==> src/rtl/decoder_n_sync.sv <==
// -----------------------------------------------------------------------------
// decoder_n_sync
//
// This block registers a one-hot decode of a binary select. It has three
// operating states:
//   - idle:   outputs are cleared.
//   - decode: the decode of In is shown, either held as a level or as a
//             single-cycle pulse.
//   - scan:   one output bit is walked across all 2**N positions. Each
//             position is held for SCAN_DIV cycles, and the walk starts
//             at the value of In sampled on entry.
//
// Parameters
//   N         select width (1..6)
//   SCAN_DIV  scan dwell per output position, in cycles (>=1)
//   PULSE     decode style: 0 = level, 1 = one-cycle pulse on entry or on
//             a change of In
//
// Ports
//   clk     rising-edge clock for all state
//   rst     synchronous, active-high reset
//   enable  block enable; when low it overrides mode
//   mode    0 = decode, 1 = scan
//   In      select value (N bits)
//   Output  registered one-hot decode (2**N bits)
//   index   registered binary index of the asserted Output bit
//   valid   registered; high while Output carries a one-hot value
//
// state  | meaning
// -------+-----------------------------------------------------------
// IDLE   | enable low; outputs cleared
// DECODE | enable high, mode low; Output follows In (level or pulse)
// SCAN   | enable high, mode high; walking one-hot, SCAN_DIV cycles/bit
// -----------------------------------------------------------------------------
module decoder_n_sync #(
  parameter int N        = 2,
  parameter int SCAN_DIV = 4,
  parameter bit PULSE    = 1'b0
) (
  input  logic              clk,
  input  logic              rst,
  input  logic              enable,
  input  logic              mode,
  input  logic [N-1:0]      In,
  output logic [2**N-1:0]   Output,
  output logic [N-1:0]      index,
  output logic              valid
);

  localparam int              M          = 2**N;
  localparam int              DW         = $clog2(SCAN_DIV + 1);
  localparam logic [M-1:0]    ONE        = M'(1);
  localparam logic [DW-1:0]   DWELL_LAST = DW'(SCAN_DIV - 1);

  typedef enum logic [1:0] {
    IDLE   = 2'd0,
    DECODE = 2'd1,
    SCAN   = 2'd2
  } state_t;

  state_t        state;
  logic [DW-1:0] dwell;
  logic [N-1:0]  scan_idx;
  logic [N-1:0]  in_q;

  logic          in_changed;
  logic          dwell_done;
  logic [N-1:0]  scan_next;

  // Change detection compares the live select against last cycle's copy.
  // That copy is refreshed in every state, so a select that changed while
  // the block was idle or scanning never produces a stale pulse later.
  assign in_changed = (In != in_q);
  assign dwell_done = (dwell == DWELL_LAST);
  // The N-bit add wraps naturally from 2**N-1 to 0.
  assign scan_next  = scan_idx + N'(1);

  always_ff @(posedge clk) begin
    if (rst) begin
      state    <= IDLE;
      Output   <= '0;
      index    <= '0;
      valid    <= 1'b0;
      dwell    <= '0;
      scan_idx <= '0;
      in_q     <= '0;
    end else begin
      in_q <= In;

      if (!enable) begin
        // Disable wins over mode.
        state    <= IDLE;
        Output   <= '0;
        index    <= '0;
        valid    <= 1'b0;
        dwell    <= '0;
        scan_idx <= '0;
      end else if (!mode) begin
        state <= DECODE;
        dwell <= '0;
        if (!PULSE) begin
          Output <= ONE << In;
          index  <= In;
          valid  <= 1'b1;
        end else if (state != DECODE || in_changed) begin
          // Pulse on the first decode cycle, and on any change of In.
          Output <= ONE << In;
          index  <= In;
          valid  <= 1'b1;
        end else begin
          // Between pulses, index keeps the last decoded value.
          Output <= '0;
          valid  <= 1'b0;
        end
      end else begin
        state <= SCAN;
        if (state != SCAN) begin
          // The scan position is not kept across an exit; every entry
          // restarts the walk from In.
          scan_idx <= In;
          dwell    <= '0;
          Output   <= ONE << In;
          index    <= In;
          valid    <= 1'b1;
        end else if (dwell_done) begin
          scan_idx <= scan_next;
          dwell    <= '0;
          Output   <= ONE << scan_next;
          index    <= scan_next;
          valid    <= 1'b1;
        end else begin
          dwell    <= dwell + DW'(1);
          Output   <= ONE << scan_idx;
          index    <= scan_idx;
          valid    <= 1'b1;
        end
      end
    end
  end

endmodule

==> config.mk <==
export PLATFORM = sky130hd
export DESIGN_NAME = decoder_n_sync
export DESIGN_NICKNAME = d
export VERILOG_FILES = /design/src/rtl/decoder_n_sync.sv
export SDC_FILE = /design/constraint.sdc
export NUM_CORES = 1
export LEC_CHECK = 0
export ABC_AREA = 1
export CORE_MARGIN = 2
export CORE_UTILIZATION = 35
export CTS_CLUSTER_SIZE = 28
export DETAILED_ROUTE_END_ITERATION = 16
export GPL_TIMING_DRIVEN = 0
export PLACE_DENSITY_LB_ADDON = 0.15
export SLEW_MARGIN = 30
export SYNTH_ARGS = -nofsm -noshare
export SYNTH_HDL_FRONTEND = slang
export SYNTH_SLANG_ARGS = --single-unit
export TNS_END_PERCENT = 100
==> constraint.sdc <==
create_clock -name clk -period 3.45 [get_ports clk]
set_clock_uncertainty 0.05 [all_clocks]
set_input_delay 0.69 -clock clk [delete_from_list [all_inputs] [get_ports clk]]
set_output_delay 0.69 -clock clk [all_outputs]
set_load 0.02 [all_outputs]
==> flow_summary.json <==
{
  "min_path_type": "reg -> reg",
  "cts_buffers": 3,
  "synth_ff_type": "dfxtp_1",
  "rsz0062_at_grt": "false",
  "dpl.hpwl_um": 861.1,
  "drc": 0,
  "dp_worst_setup_slack_ns": 1.615,
  "clkSinkCount": 14,
  "core_area_um2": 1670,
  "die_w_um": 45.68,
  "drive_gt1_share_pct": 12.63,
  "final_hold_viol_count": 0,
  "tightest_slew_ns": 0.2201,
  "place_congestion": 0.7807,
  "vias_per_cell": 4.759,
  "initial_core_util_pct": 36.40,
  "die_area_um2": 2087,
  "postCtsSetupRepairBufs": 0,
  "synthDistinctLibCells": 13,
  "insertion_delay_ns": 0.27,
  "power_density_nw_per_um2": 407.7,
  "cellLeakagePower_nw": 0.3452,
  "drtIter0Drc": 11,
  "finalCriticalPeriod_ns": 1.922,
  "setup_tns_ns": 0,
  "critPathRequiredTime_ns": 2.71,
  "hold_buffers": 0,
  "max_cap_viol_count": 0,
  "timing.final.crit_share_pct": 55.71,
  "wl_met1_um": 499,
  "relSlewSlack_pct": 85.28,
  "io_pins": 13,
  "clk_path_buf_depth": 2,
  "htree_levels": 1,
  "synthArstFlopShare_pct": 0,
  "synth_edf_count": 0,
  "ant_nets": 0,
  "top_layer": "met4",
  "cts_root_buffer": "clkbuf_4",
  "met3_length_um": 48,
  "crit_family": "buffers and inverters",
  "fin_area_um2": 785.8,
  "vias": 533,
  "rows": 15,
  "yosysTopAreaCell": "dfxtp_1",
  "port_buffers": 12,
  "area_growth_pct": 29.22,
  "syn_inst": 79,
  "ir_drop_uv": 204.2,
  "worst_ep_arrival_time_ns": 1.18,
  "wl_per_cell_um": 9.455,
  "synthesis.area_um2": 608.1,
  "path_clk_slew_ns": 0.09,
  "antenna_found_initial": 0,
  "grt_pass1_wl_mm": 1.787,
  "grt_max_degree": 9,
  "outcome": "completed",
  "synth.most_common_cell": "nand2_1",
  "path_class": "reg -> out",
  "syn_nets": 88,
  "wirelength_mm": 1.059,
  "crit_buf_inv": 1,
  "fp.dieH_um": 45.68,
  "setup_viol": 0,
  "slowest_stage": "clkdlybuf4s50_1",
  "wl_met2_um": 498,
  "ys_seq_elements": 14,
  "tritoncts": "yes",
  "cpPeakStageDelay_ns": 0.60,
  "synth_warnings": 0,
  "maxSlewViolCount": 0,
  "crit_chain": "clkdlybuf4s50_1",
  "grt-ovfl-total": 0,
  "yosysTopAreaCellShare_pct": 46.09,
  "crit_path_max_fanout": 1,
  "finish.net_count": 105,
  "fin_ws_ns": 1.528,
  "grt_pass1_vias": 446,
  "fmax_mhz": 520.3,
  "avgSynthCellArea_um2": 7.697,
  "synth_seq_area_share_pct": 46.09,
  "power_w": 0.0003203,
  "ctsResizeCount": 0,
  "post_dp_cell_area_um2": 749.5,
  "start_kind": "flip-flop",
  "synth_top_cells_by_count": "nand2_1, dfxtp_1, nand3_1, inv_1, a21oi_1",
  "diodes": 0,
  "dr.pass1.iters": 4,
  "worstSetupEndpointType": "primary output",
  "synthTopCellsByArea": "dfxtp_1, nand2_1, nand3_1, inv_1, ha_1",
  "grt_use_total_pct": 11.96
}
state kept, by name, indices dropped and copies added, names as in the netlist:
signal / count
dwell: 3
Output: 4
index: 2
valid: 1
scan_idx: 2
state: 2
layer usage:
layer / GRT usage, % / up-vias
met5: 0 / -
met4: 7.059 / 0
met3: 3.571 / 2
met2: 18.59 / 11
met1: 14.39 / 243
li1: - / 277
final timing paths:
kind                            startpoint         to  slack (ns)  depth (start not counted)
worst max-delay path              index[1]   index[1]        1.53                          1
worst min-delay path              dwell[0]   dwell[0]        0.37                          1
worst max register to register    dwell[0]  Output[1]        2.07                          7
worst min register to register    dwell[0]   dwell[0]        0.37                          1
kinds of logic after synthesis:
logic type	synth area share, %
adders and majority gates	6.173
AOI/OAI and AO/OA	5.761
and+or+nand+nor	33.95
buffers and inverters	8.025
DFF	46.09
area by class of cell:
class,instances,area [µm²]
inverters,13,48.80
fillers,166,884.6
repair buffers,12,120.1
clock buffers,4,36.28
flip-flops and latches,14,280.3
multi-input cells,52,279.0
well taps,17,21.27
power breakdown:
part / switching, W / leakage (nW) / total (W) / internal, W
sequential: 0.00000226 / 0.114 / 0.000169 / 0.000166
combinational: 0.0000195 / 0.210 / 0.0000353 / 0.0000158
clock: 0.0000523 / 0.0210 / 0.000116 / 0.0000640
per-stage QoR:
step / util (%) / hold slack [ns] / cells
floorplan: - / 0.3492 / 79
global placement: 44.87 / 0.3610 / 108
detailed placement: 44.87 / 0.3675 / 108
CTS: 47.04 / 0.3806 / 112
global route: 47.04 / 0.4029 / 112
finish: 47.04 / 0.3745 / 112
placed cells by master (no fill, tap or decap), types with 3 or more instances in the layout:
cell             synthesis  routed
a21oi_1                  5       5
clkbuf_4                 0       3
clkdlybuf4s50_1          0      12
dfxtp_1                 14      14
ha_1                     3       3
inv_1                   11      11
nand2_1                 21      21
nand3_1                 12      12
nor2_1                   3       3
nor2_2                   3       3
(Power assumes the default switching activity.)
